**config.mk**
```make
export PLATFORM = sky130hd
export DESIGN_NAME = hi_reader_pause_detect_flat
export DESIGN_NICKNAME = d
export VERILOG_FILES = /design/src/rtl/hi_reader_pause_detect_if.sv /design/src/rtl/hi_reader_pause_detect.sv /design/src/flat_wrapper.sv
export SDC_FILE = /design/constraint.sdc
export NUM_CORES = 1
export LEC_CHECK = 0
export BUFFER_PORTS_ARGS = -buffer_cell sky130_fd_sc_hd__buf_2
export CORE_ASPECT_RATIO = 0.6
export CORE_MARGIN = 5
export CORE_UTILIZATION = 51
export CTS_CLUSTER_DIAMETER = 120
export DETAILED_ROUTE_END_ITERATION = 8
export PLACE_DENSITY = 0.77
export SLEW_MARGIN = 20
export SYNTH_ARGS = -nofsm -noshare
export SYNTH_HDL_FRONTEND = slang
export SYNTH_SLANG_ARGS = --single-unit
```
**constraint.sdc**
```tcl
create_clock -name adc_clk -period 5.69 [get_ports adc_clk]
set_input_delay 0.2845 -clock adc_clk [delete_from_list [all_inputs] [get_ports adc_clk]]
set_output_delay 0.2845 -clock adc_clk [all_outputs]
set_load 0.03 [all_outputs]
```
**src/rtl/hi_reader_pause_detect_if.sv**
```systemverilog
// Signal bundle for the reader pause detector: raw ADC sample and bit phase in,
// shaped carrier, edge/pause pulses and pause timing out.
//   adc_d             raw 8-bit ADC sample of the reader carrier
//   bit_phase         16-tick bit phase from the timing block
//   after_hysteresis  shaped carrier (1 = carrier on)
//   falling_edge      one-cycle pulse when the carrier drops
//   falling_edge_time bit_phase captured at the last drop
//   has_been_low_for  periods elapsed since the drop
//   pause_done        one-cycle pulse when a pause ends on threshold
//   pause_len         length of the last completed pause
//   pause_ok          last pause length within the legal window
//   carrier_timeout   one-cycle pulse on a forced release
interface hi_reader_pause_detect_if;
    logic [7:0]  adc_d;
    logic [3:0]  bit_phase;
    logic        after_hysteresis;
    logic        falling_edge;
    logic [3:0]  falling_edge_time;
    logic [11:0] has_been_low_for;
    logic        pause_done;
    logic [11:0] pause_len;
    logic        pause_ok;
    logic        carrier_timeout;

    // Sample source side: drives the ADC sample and phase.
    modport master (
        output adc_d,
        output bit_phase,
        input  after_hysteresis,
        input  falling_edge,
        input  falling_edge_time,
        input  has_been_low_for,
        input  pause_done,
        input  pause_len,
        input  pause_ok,
        input  carrier_timeout
    );

    // Detector side.
    modport slave (
        input  adc_d,
        input  bit_phase,
        output after_hysteresis,
        output falling_edge,
        output falling_edge_time,
        output has_been_low_for,
        output pause_done,
        output pause_len,
        output pause_ok,
        output carrier_timeout
    );
endinterface

```
**src/rtl/hi_reader_pause_detect.sv**
```systemverilog
// ISO14443-A reader pause detector: hysteresis shaping of the 100% ASK carrier,
// pause timing, falling-edge phase capture and legal-length flagging.
//   adc_clk  carrier clock, all state updates on its falling edge
//   reset    asynchronous active-high reset
//   bus      slave side of hi_reader_pause_detect_if
module hi_reader_pause_detect #(
    parameter logic [7:0]  HIGH_THRESH = 8'd224,
    parameter logic [7:0]  LOW_THRESH  = 8'd192,
    parameter logic [11:0] TIMEOUT     = 12'd4095,
    parameter logic [11:0] MIN_PAUSE   = 12'd20,
    parameter logic [11:0] MAX_PAUSE   = 12'd60
) (
    input  logic                    adc_clk,
    input  logic                    reset,
    hi_reader_pause_detect_if.slave bus
);

    // The shaped carrier level is the state itself.
    typedef enum logic {
        ST_HIGH = 1'b0,
        ST_LOW  = 1'b1
    } state_t;

    state_t      state_q, state_d;
    logic [11:0] cnt_q, cnt_d;
    logic [3:0]  fet_q, fet_d;
    logic [11:0] plen_q, plen_d;
    logic        pok_q, pok_d;
    logic        fe_q, fe_d;
    logic        pd_q, pd_d;
    logic        to_q, to_d;

    logic        high_hit;
    logic        low_hit;
    logic [11:0] len_next;

    assign high_hit = (bus.adc_d >= HIGH_THRESH);
    assign low_hit  = (bus.adc_d <= LOW_THRESH);

    // Only used when not timing out, so cnt_q < TIMEOUT and no wrap occurs.
    assign len_next = cnt_q + 12'd1;

    always_ff @(negedge adc_clk or posedge reset) begin
        if (reset) begin
            state_q <= ST_HIGH;
            cnt_q   <= 12'd0;
            fet_q   <= 4'd0;
            plen_q  <= 12'd0;
            pok_q   <= 1'b0;
            fe_q    <= 1'b0;
            pd_q    <= 1'b0;
            to_q    <= 1'b0;
        end else begin
            state_q <= state_d;
            cnt_q   <= cnt_d;
            fet_q   <= fet_d;
            plen_q  <= plen_d;
            pok_q   <= pok_d;
            fe_q    <= fe_d;
            pd_q    <= pd_d;
            to_q    <= to_d;
        end
    end

    always_comb begin
        state_d = state_q;
        cnt_d   = cnt_q;
        fet_d   = fet_q;
        plen_d  = plen_q;
        pok_d   = pok_q;
        fe_d    = 1'b0;
        pd_d    = 1'b0;
        to_d    = 1'b0;

        unique case (state_q)
            ST_HIGH: begin
                cnt_d = 12'd0;
                // high_hit wins over low_hit; with LOW < HIGH they never overlap.
                if (!high_hit && low_hit) begin
                    state_d = ST_LOW;
                    fe_d    = 1'b1;
                    fet_d   = bus.bit_phase;
                end
            end
            ST_LOW: begin
                if (cnt_q == TIMEOUT) begin
                    // Forced release ignores the sample on this edge.
                    state_d = ST_HIGH;
                    cnt_d   = 12'd0;
                    to_d    = 1'b1;
                end else if (high_hit) begin
                    state_d = ST_HIGH;
                    cnt_d   = 12'd0;
                    pd_d    = 1'b1;
                    plen_d  = len_next;
                    pok_d   = (len_next >= MIN_PAUSE) &&
                              (len_next <= MAX_PAUSE);
                end else begin
                    // Samples inside the band hold the low level.
                    cnt_d = len_next;
                end
            end
            default: begin
                state_d = ST_HIGH;
                cnt_d   = 12'd0;
            end
        endcase
    end

    assign bus.after_hysteresis  = (state_q == ST_HIGH);
    assign bus.falling_edge      = fe_q;
    assign bus.falling_edge_time = fet_q;
    assign bus.has_been_low_for  = cnt_q;
    assign bus.pause_done        = pd_q;
    assign bus.pause_len         = plen_q;
    assign bus.pause_ok          = pok_q;
    assign bus.carrier_timeout   = to_q;

    // Structural invariants of the pulse outputs and counter.
    a_pulses_exclusive: assert property (
        @(negedge adc_clk) disable iff (reset)
        $onehot0({fe_q, pd_q, to_q})
    );

    a_cnt_zero_high: assert property (
        @(negedge adc_clk) disable iff (reset)
        (state_q == ST_HIGH) |-> (cnt_q == 12'd0)
    );

endmodule

```
**src/flat_wrapper.sv**
```systemverilog
// flat-port wrapper written by rule: the top's interface ports become plain ports
module hi_reader_pause_detect_flat 
#(
    parameter logic [7:0]  HIGH_THRESH = 8'd224,
    parameter logic [7:0]  LOW_THRESH  = 8'd192,
    parameter logic [11:0] TIMEOUT     = 12'd4095,
    parameter logic [11:0] MIN_PAUSE   = 12'd20,
    parameter logic [11:0] MAX_PAUSE   = 12'd60
)
  (adc_clk, reset, bus_adc_d, bus_bit_phase, bus_after_hysteresis, bus_falling_edge, bus_falling_edge_time, bus_has_been_low_for, bus_pause_done, bus_pause_len, bus_pause_ok, bus_carrier_timeout);
  hi_reader_pause_detect_if bus_i ();
  input  logic adc_clk;
  input  logic reset;
  input wire logic [$bits(bus_i.adc_d)-1:0] bus_adc_d;
  input wire logic [$bits(bus_i.bit_phase)-1:0] bus_bit_phase;
  output wire logic [$bits(bus_i.after_hysteresis)-1:0] bus_after_hysteresis;
  output wire logic [$bits(bus_i.falling_edge)-1:0] bus_falling_edge;
  output wire logic [$bits(bus_i.falling_edge_time)-1:0] bus_falling_edge_time;
  output wire logic [$bits(bus_i.has_been_low_for)-1:0] bus_has_been_low_for;
  output wire logic [$bits(bus_i.pause_done)-1:0] bus_pause_done;
  output wire logic [$bits(bus_i.pause_len)-1:0] bus_pause_len;
  output wire logic [$bits(bus_i.pause_ok)-1:0] bus_pause_ok;
  output wire logic [$bits(bus_i.carrier_timeout)-1:0] bus_carrier_timeout;
  assign bus_i.adc_d = bus_adc_d;
  assign bus_i.bit_phase = bus_bit_phase;
  assign bus_after_hysteresis = bus_i.after_hysteresis;
  assign bus_falling_edge = bus_i.falling_edge;
  assign bus_falling_edge_time = bus_i.falling_edge_time;
  assign bus_has_been_low_for = bus_i.has_been_low_for;
  assign bus_pause_done = bus_i.pause_done;
  assign bus_pause_len = bus_i.pause_len;
  assign bus_pause_ok = bus_i.pause_ok;
  assign bus_carrier_timeout = bus_i.carrier_timeout;
  hi_reader_pause_detect #(.HIGH_THRESH(HIGH_THRESH), .LOW_THRESH(LOW_THRESH), .TIMEOUT(TIMEOUT), .MIN_PAUSE(MIN_PAUSE), .MAX_PAUSE(MAX_PAUSE)) u_core (.adc_clk(adc_clk), .reset(reset), .bus(bus_i));
endmodule
```
### Word-level counts from Yosys, hierarchy flattened

Cells that the tools add are included.

* flip-flop bits (word level): 33
* bits in latches: 0
* memory bits (writable): 0
* memory bits (read-only): 0
* input port bits: 14
* memories kept: 0

* add/subtract/negate cells: 1
* multipliers: 0
* div/mod/pow operators: 0
* order comparisons: 4
* equality and inequality tests: 1
* shifts and indexed selects: 0
* muxes and demuxes: 13
* bitwise gates (word level): 2
* reduce and logical (&&, ||, !) cells: 5

Operators by type and width (number)
* $mux 12: 2
* $pmux 12 s2: 1
* $add 12x1->12 const B: 1
* $eq 12x12->1 const B: 1
* $ge 12x5->1 const B: 1
* $le 12x6->1 const B: 1
* $mux 1: 9
* $ge 8x8->1 const B: 1
* $le 8x8->1 const B: 1
* $reduce_and 3->1: 1
* $logic_and 1x1->1: 2
* $not 1->1: 2
* $pmux 1 s2: 1
* $reduce_and 2->1: 1
* $logic_not 1->1: 1

### Longest topological paths before layout

Gate-level depths: netlist of the first run.

* depth after elaboration: 5
* mapped depth: 8
* mapped depth without buffers: 7

==> results of run 1 <==
[registers in the layout, summed over array words and instances, names as in the netlist]
name	count
u_core.bus.pause_done	1
u_core.bus.pause_ok	1
u_core.bus.falling_edge_time	4
u_core.state_q	1
u_core.bus.pause_len	12
u_core.bus.has_been_low_for	12
u_core.bus.falling_edge	1
u_core.bus.carrier_timeout	1
[cell families (layout without fill, tap and decap cells)]
group	after synthesis	after routing	share of synthesized area, %
AOI/OAI and AO/OA	20	20	8.80
xor gates and xnor gates	11	11	6.45
adders and majority gates	1	1	0.838
buffers and inverters	11	61	3.52
and+or+nand+nor	59	59	20.4
muxes	5	5	4.69
DFF	33	33	55.3
[where the power goes]
group          leakage (nW)  total, mW  switching, mW  internal [mW]
clock network        0.0395      0.163         0.0763         0.0867
registers             0.421      0.362         0.0515          0.310
logic                 0.415      0.362          0.245          0.117
[stage by stage]
| step | std cells | total power [mW] | hold WS [ns] | worst slack [ns] |
|---|---|---|---|---|
| after global routing | 232 | 0.945 | 0.474 | 1.22 |
| after global placement | 224 | 0.719 | 0.427 | 0.973 |
| after detailed placement | 224 | 0.731 | 0.448 | 0.926 |
| final | 232 | 0.887 | 0.448 | 1.23 |
| after CTS | 232 | 0.900 | 0.448 | 1.23 |
| after floorplan | 140 | 0.625 | 0.468 | 1.10 |
[metal layers]
metal / part of all wire, % / track usage (%)
met4: 1.0 / 7.02
met5: 0 / 0
met1: 44 / 22.5
met3: 12 / 7.44
met2: 43 / 27.3
[final cells by class]
class | instances | area share (%)
sequential | 33 | 45.1
multi-input combinational | 96 | 33.5
timing repair buffer | 47 | 13.0
clock buffer | 8 | 4.37
tap | 42 | 2.87
inverter | 6 | 1.23
[cell usage after synthesis (all sizes together)]
cell type / count / share of area [%]
and4: 1 / 0.59
o311a: 1 / 1.4
o31ai: 1 / 0.50
a221oi: 1 / 0.59
nand2: 9 / 2.3
a32o: 1 / 0.67
clkbuf: 1 / 0.25
xor2: 1 / 0.59
a41oi: 1 / 0.59
mux2i: 1 / 0.67
o21ai: 5 / 1.7
nor4: 3 / 1.3
nor3: 1 / 0.67
buf: 4 / 1.8
a21oi: 10 / 3.4
ha: 1 / 0.84
nor4b: 2 / 1.6
nand4: 1 / 0.42
or3: 1 / 0.42
or4: 2 / 1.3
and3: 2 / 0.84
dfrtn: 33 / 55
nand3: 9 / 3.4
inv: 6 / 1.5
mux2: 4 / 4.0
nor2: 27 / 7.3
xnor2: 10 / 5.9
or2: 1 / 0.42
[worst max-delay path: stages]
cell and delay (ns):
buf_2 0.09, or4_4 0.52, o311a_4 0.33, nor2_4 0.19, mux2_4 0.33
[how the worst max path moves through the flow]
| stage | start | end | slack, ns | cells past startpoint |
|---|---|---|---|---|
| after global routing | bus_adc_d[1] | u_core.bus.falling_edge_time[0] | 1.22 | 5 |
| final | bus_adc_d[1] | u_core.bus.falling_edge_time[0] | 1.23 | 5 |
| after global placement | bus_adc_d[1] | u_core.bus.falling_edge_time[0] | 0.97 | 5 |
| after floorplan | bus_adc_d[1] | u_core.bus.falling_edge_time[0] | 1.10 | 4 |
| after detailed placement | bus_adc_d[1] | u_core.bus.falling_edge_time[0] | 0.93 | 5 |
| after CTS | bus_adc_d[1] | u_core.bus.falling_edge_time[0] | 1.23 | 5 |
==> metrics.csv, run 1 <==
metric,value,unit
grt_max_degree,34,
grt_pass1_vias,1151,
final_common_cell,buf_2,
rsz0062_at_grt,false,
track_usage,17.8,%
hpwl,2390,um
clkSinkCount,33,
ys_types,35,
cp_data_required_time,2.97,ns
synthToLayoutAreaGrowth,22.8,%
hold_end,u_core.bus.pause_len[8],
avgViaCountPerCell,5.05,
cp-end-kind,flop,
path_clk_slew,0.05,ns
cts-root-buf,clkbuf_8,
setup_viol,0,
min_path_type,reg -> reg,
vdd_ir_drop_max,250,uV
diodes,0,
skew,0.00383,ns
start_util,52.7,%
utilization,64.7,%
final_cell_area,1830,um^2
path_max_fanout,5,
fin_tns_setup,0,ns
hold_violations,0,
hold_buffers,0,
drc,0,
register_area,826,um^2
power.leakage,0.875,nW
firstDrtPassIters,4,
dieArea,4140,um^2
cts_resized,0,
fill_cells,237,
critPathArrivalTime,1.75,ns
multiInputGateArea,614,um^2
status,completed,
cp-start-kind,input pin,
fin_nets,204,
numCtsBuffers,5,
yosysSeqAreaShare,55.3,%
syn_nets,155,
r2r_cells,6,
core,2830,um^2
synthCells,140,
wl_per_cell,14.1,um
die_h,51.9,um
clk_latency,0.29,ns
drtIter0Drc,35,
layout_common_cells,"46 x buf_2, 33 x dfrtn_1, 26 x nor2_1",
gr-total-overflow,0,
synth_warnings,0,
grt_pass1_wl,5460,um
port_buffers,46,
io_pins,47,
cts_tree,yes,
antenna_found_initial,0,
place_area,1750,um^2
drive_gt1_share,33.2,%
dieWidth,79.8,um
maxCapViolations,0,
cts_buffer_depth,2,
reg2reg_from,u_core.bus.has_been_low_for[0],
drtAntennaViolNets,0,
r2r_setup_slack,3.39,ns
p_per_area,484,nW/um^2
syn_area_per_cell,10.7,um^2
syn_area,1490,um^2
h-tree-depth,2,
worstSetupPathType,in -> reg,
vias,1171,
post_cts_buffers,0,
worstMarginPinSlew,0.519,ns
timing.rr.end,u_core.state_q,
hold_depth,2,
place.gp.congestion,0.832,
ys_ff_latch,33,
row_count,15,
routed_wl,3260,um
min_from,u_core.bus.pause_len[8],
slew_violations,0,
slew_headroom,65.3,%
No activity file was read; power rests on OpenSTA's default activity.
==> inputs of run 2 (changes only) <==
--- a/config.mk
+++ b/config.mk
@@ -8,10 +8,10 @@
 export BUFFER_PORTS_ARGS = -buffer_cell sky130_fd_sc_hd__buf_2
 export CORE_ASPECT_RATIO = 0.6
 export CORE_MARGIN = 5
-export CORE_UTILIZATION = 51
+export CORE_UTILIZATION = 50
 export CTS_CLUSTER_DIAMETER = 120
 export DETAILED_ROUTE_END_ITERATION = 8
-export PLACE_DENSITY = 0.77
+export PLACE_DENSITY = 0.75
 export SLEW_MARGIN = 20
 export SYNTH_ARGS = -nofsm -noshare
 export SYNTH_HDL_FRONTEND = slang
==> constraint.sdc (replaced) <==
create_clock -name adc_clk -period 4.55 [get_ports adc_clk]
set_input_delay 0.2275 -clock adc_clk [delete_from_list [all_inputs] [get_ports adc_clk]]
set_output_delay 0.2275 -clock adc_clk [all_outputs]
set_load 0.03 [all_outputs]
==> metrics.csv, run 2 (synthesized netlist as in run 1, its figures left out) <==
metric,value,unit
hold_depth,2,
pwr-share-clk,23.8,%
grt_pass1_wl,5820,um
utilization,65.2,%
vias,1177,
routed_wl,3660,um
worstSetupPathType,in -> reg,
antenna_found_initial,0,
gr-usage-met3,7.56,%
grt.met2_usage,29.5,%
cp-start-kind,input pin,
post_cts_buffers,0,
p_sw,0.490,mW
setup_viol,0,
core,2870,um^2
skew,0.00690,ns
min_path_type,reg -> reg,
maxCapViolations,0,
cts_resized,0,
grt-busiest-layer,met2,
path_clk_slew,0.05,ns
r2r_cells,6,
firstDrtPassIters,4,
die_h,52.3,um
comb_power_share,38.0,%
drtIter0Drc,142,
multiInputGateArea,614,um^2
grt_max_degree,34,
dieWidth,80.5,um
cts-root-buf,clkbuf_8,
synthToLayoutAreaGrowth,25.5,%
vdd_ir_drop_max,355,uV
hold_buffers,0,
worstMarginPinSlew,0.573,ns
cp-end-kind,flop,
status,completed,
register_area,826,um^2
power_frac_seq,38.2,%
drc,0,
cts_buffer_depth,2,
fin_nets,204,
numCtsBuffers,5,
start_util,52.0,%
hold_ws,0.429,ns
io_pins,47,
place.gp.congestion,0.881,
p_per_area,642,nW/um^2
hold_violations,0,
fill_cells,236,
diodes,0,
critPathArrivalTime,1.71,ns
fin_tns_setup,0,ns
grt_pass1_vias,1164,
drive_gt1_share,34.7,%
clkSinkCount,33,
layout_common_cells,"46 x buf_2, 33 x dfrtn_1, 26 x nor2_1",
track_usage,19.2,%
drtAntennaViolNets,0,
dieArea,4210,um^2
clk_latency,0.29,ns
grt_use_met1,24.7,%
h-tree-depth,2,
cts_tree,yes,
path_max_fanout,5,
rsz0062_at_grt,false,
wl_per_cell,15.8,um
cp_data_required_time,2.41,ns
p_int,0.712,mW
gr-total-overflow,0,
avgViaCountPerCell,5.07,
hpwl,2590,um
final_common_cell,buf_2,
switching_share,40.8,%
slew_headroom,61.7,%
power.leakage,0.893,nW
slew_violations,0,
row_count,15,
port_buffers,46,
run 2: cell count changes in the layout (fill, tap and decap cells not counted), sizes merged:
cell      before  now
bufinv         0    1
clkbuf         8    6
clkinvlp       0    1
run 2: area by class of cell:
type	count	area share (%)
Sequential cell	33	44.1
Multi-Input combinational cell	96	32.8
Timing Repair Buffer	47	12.7
Clock buffer	6	4.41
Tap cell	42	2.81
Clock inverter	2	2.00
Inverter	6	1.20
run 2: layer usage:
| layer | part of all wire (%) | vias up | routed length (um) |
|---|---|---|---|
| met5 | 0 | - | 0 |
| met4 | 1.5 | 0 | 55 |
| met3 | 7.2 | 10 | 264 |
| met2 | 48 | 46 | 1740 |
| met1 | 44 | 545 | 1600 |
| li1 | - | 576 | - |
run 2: critical path: stages:
cell and delay, ns:
buf_2 0.10, or4_4 0.52, o311a_4 0.33, nor2_4 0.20, mux2_4 0.33
run 2: path summary, 6_finish.rpt:
path	start	end	slack, ns
hold reg to reg	u_core.bus.pause_len[1]	u_core.bus.pause_len[1]	0.43
hold / removal	u_core.bus.pause_len[1]	u_core.bus.pause_len[1]	0.43
min in group asynchronous	reset	u_core.bus.pause_len[6]	2.16
setup reg to reg	u_core.bus.has_been_low_for[0]	u_core.state_q	2.18
setup / recovery	bus_adc_d[1]	u_core.bus.falling_edge_time[0]	0.70
max in group asynchronous	reset	u_core.bus.carrier_timeout	2.05
run 2: metrics by stage:
stage | cell area [um^2] | setup WS, ns | total power, mW | cells
after detailed placement | 1750 | 0.399 | 0.920 | 224
after CTS | 1870 | 0.706 | 1.21 | 232
final | 1870 | 0.704 | 1.20 | 232
after global placement | 1750 | 0.455 | 0.898 | 224
after global routing | 1870 | 0.672 | 1.27 | 232
after floorplan | 1490 | 0.582 | 0.782 | 140
run 2: power groups by stage:
| stage | clock, mW | sequential (mW) | combinational [mW] |
|---|---|---|---|
| after floorplan | 0 | 0.617 | 0.164 |
| after global placement | 0 | 0.452 | 0.446 |
| after detailed placement | 0 | 0.461 | 0.459 |
| after CTS | 0.291 | 0.459 | 0.464 |
| after global routing | 0.307 | 0.470 | 0.491 |
| final | 0.286 | 0.459 | 0.457 |
==> inputs of run 3 (changes only) <==
--- a/config.mk
+++ b/config.mk
@@ -5,6 +5,7 @@
 export SDC_FILE = /design/constraint.sdc
 export NUM_CORES = 1
 export LEC_CHECK = 0
+export ABC_AREA = 1
 export BUFFER_PORTS_ARGS = -buffer_cell sky130_fd_sc_hd__buf_2
 export CORE_ASPECT_RATIO = 0.6
 export CORE_MARGIN = 5
==> constraint.sdc (replaced) <==
create_clock -name adc_clk -period 3.9 [get_ports adc_clk]
set_input_delay 0.195 -clock adc_clk [delete_from_list [all_inputs] [get_ports adc_clk]]
set_output_delay 0.195 -clock adc_clk [all_outputs]
set_load 0.03 [all_outputs]
==> metrics.csv, run 3 <==
metric,value,unit
drc,0,
cts_resized,0,
drtIter0Drc,63,
port_buffers,46,
path_buf_inv,1,
path_clk_slew,0.05,ns
slowest_delay,0.56,ns
status,completed,
ys_types,19,
cp-start-kind,flop,
gr-total-overflow,0,
grt_max_degree,34,
path_cells,buf_2,
start_util,52.9,%
die_h,53.0,um
slew_headroom,65.9,%
drive_gt1_share,26.0,%
fill_cells,258,
hold_violations,0,
yosysSeqAreaShare,53.7,%
place_area,1800,um^2
min_path_type,reg -> reg,
wl_per_cell,12.9,um
cts_tree,yes,
synth_edf_count,0,
synth.most_common_cell,nand2_1,
routed_wl,3660,um
numCtsBuffers,5,
syn_area,1540,um^2
cp_data_required_time,3.70,ns
slowest_stage,dfrtn_1,
path_max_fanout,8,
firstDrtPassIters,5,
h-tree-depth,2,
hpwl,2730,um
worstMarginPinSlew,0.510,ns
critPathArrivalTime,3.07,ns
vias,1370,
layout_common_cells,"64 x nand2_1, 46 x buf_2, 33 x dfrtn_1",
power.leakage,1.05,nW
syn_area_per_cell,8.09,um^2
io_pins,47,
multiInputGateArea,611,um^2
post_cts_buffers,0,
row_count,15,
yosys-top-cells-area,"dfrtn_1 54%, nand2_1 16%, nor2_1 5.9%, inv_1 4.9%, nand3_1 4.9%",
r2r_setup_slack,2.07,ns
synth_warnings,0,
cp_top_family,flip-flops,
utilization,65.9,%
synthToLayoutAreaGrowth,24.7,%
final_cell_area,1920,um^2
place.gp.congestion,0.829,
avgViaCountPerCell,4.82,
yosysTopAreaCell,dfrtn_1,
syn_nets,205,
rsz0062_at_grt,false,
synthCells,190,
setup_viol,0,
grt_pass1_vias,1313,
cts-root-buf,clkbuf_8,
dieWidth,81.6,um
diodes,0,
fin_nets,256,
synth_top_area_share,53.7,%
skew,0.00315,ns
register_area,826,um^2
grt_pass1_wl,6110,um
drtAntennaViolNets,0,
worstSetupPathType,reg -> out,
clkSinkCount,33,
maxCapViolations,0,
antenna_found_initial,0,
track_usage,19.5,%
synth-main-ff-cell,dfrtn_1,
fin_tns_setup,0,ns
yosys-top-cells-count,"64 x nand2_1, 33 x dfrtn_1, 24 x nor2_1",
core,2910,um^2
synthArstFlopShare,100,%
hold_buffers,0,
vdd_ir_drop_max,485,uV
ys_ff_latch,33,
cts_buffer_depth,2,
p_per_area,600,nW/um^2
slew_violations,0,
clk_latency,0.30,ns
dieArea,4320,um^2
cp-end-kind,output port,
final_common_cell,nand2_1,
run 3: cell count changes after synthesis, sizes merged, moves of 4 or more:
| cell | delta |
|---|---|
| nand2 | +58 |
| inv | +14 |
| xnor2 | -10 |
| a21oi | -9 |
| nand3 | +8 |
| o21ai | +8 |
| mux2 | -4 |
run 3: logic make-up (layout without fill, tap and decap cells):
kind of cell             count (synthesis)  count (layout)  share of synthesized area [%]
flip-flops                              33              33                           53.7
adder cells (fa/ha/maj)                  1               1                          0.814
AND/OR/NAND/NOR                        118             118                           33.8
buffers and inverters                   23              75                           6.59
AO/OA/AOI/OAI                           15              15                           5.04
run 3: per-stage QoR:
stage | hold slack (ns) | power [mW] | worst slack, ns | std cells
2_1_floorplan | 0.529 | 0.720 | 0.999 | 190
3_3_place_gp | 0.420 | 0.822 | 0.867 | 276
3_5_place_dp | 0.423 | 0.827 | 0.831 | 276
4_1_cts | 0.427 | 1.16 | 0.640 | 284
5_1_grt | 0.455 | 1.21 | 0.598 | 284
6_report | 0.423 | 1.15 | 0.637 | 284
run 3: worst reg2reg max path: cells and delay by family (launching register included):
family        cells  cell delay, ns
simple gates      5            0.85
flops             1            0.56
fa+ha+maj         1            0.23
run 3: report_power, final:
group,internal [mW],switching [mW],total (mW)
Clock,0.208,0.121,0.330
Sequential,0.413,0.0511,0.465
Combinational,0.0930,0.264,0.357
run 3: layer usage:
metal	vias to the layer above	wire length, um	track usage [%]	part of all wire, %
met1	598	1760	27.8	48
li1	706	-	-	-
met5	-	0	0	0
met3	8	347	5.10	9.5
met4	0	56	8.84	1.5
met2	58	1500	27.4	41
run 3: final cells by class:
type,instances,area share (%)
Sequential cell,33,43.1
Tap cell,42,2.74
Inverter,20,3.91
Clock buffer,7,4.50
Timing Repair Buffer,47,12.4
Multi-Input combinational cell,134,31.8
Clock inverter,1,1.57
run 3: final timing paths:
kind,start,endpoint,depth (start not counted)
setup / recovery,u_core.bus.has_been_low_for[0],bus_has_been_low_for[0],1
hold / removal,u_core.bus.pause_ok,u_core.bus.pause_ok,2
setup reg to reg,u_core.bus.has_been_low_for[0],u_core.bus.has_been_low_for[3],6
hold reg to reg,u_core.bus.pause_ok,u_core.bus.pause_ok,2
max in group asynchronous,reset,u_core.bus.pause_len[7],3
min in group asynchronous,reset,u_core.bus.falling_edge_time[3],3
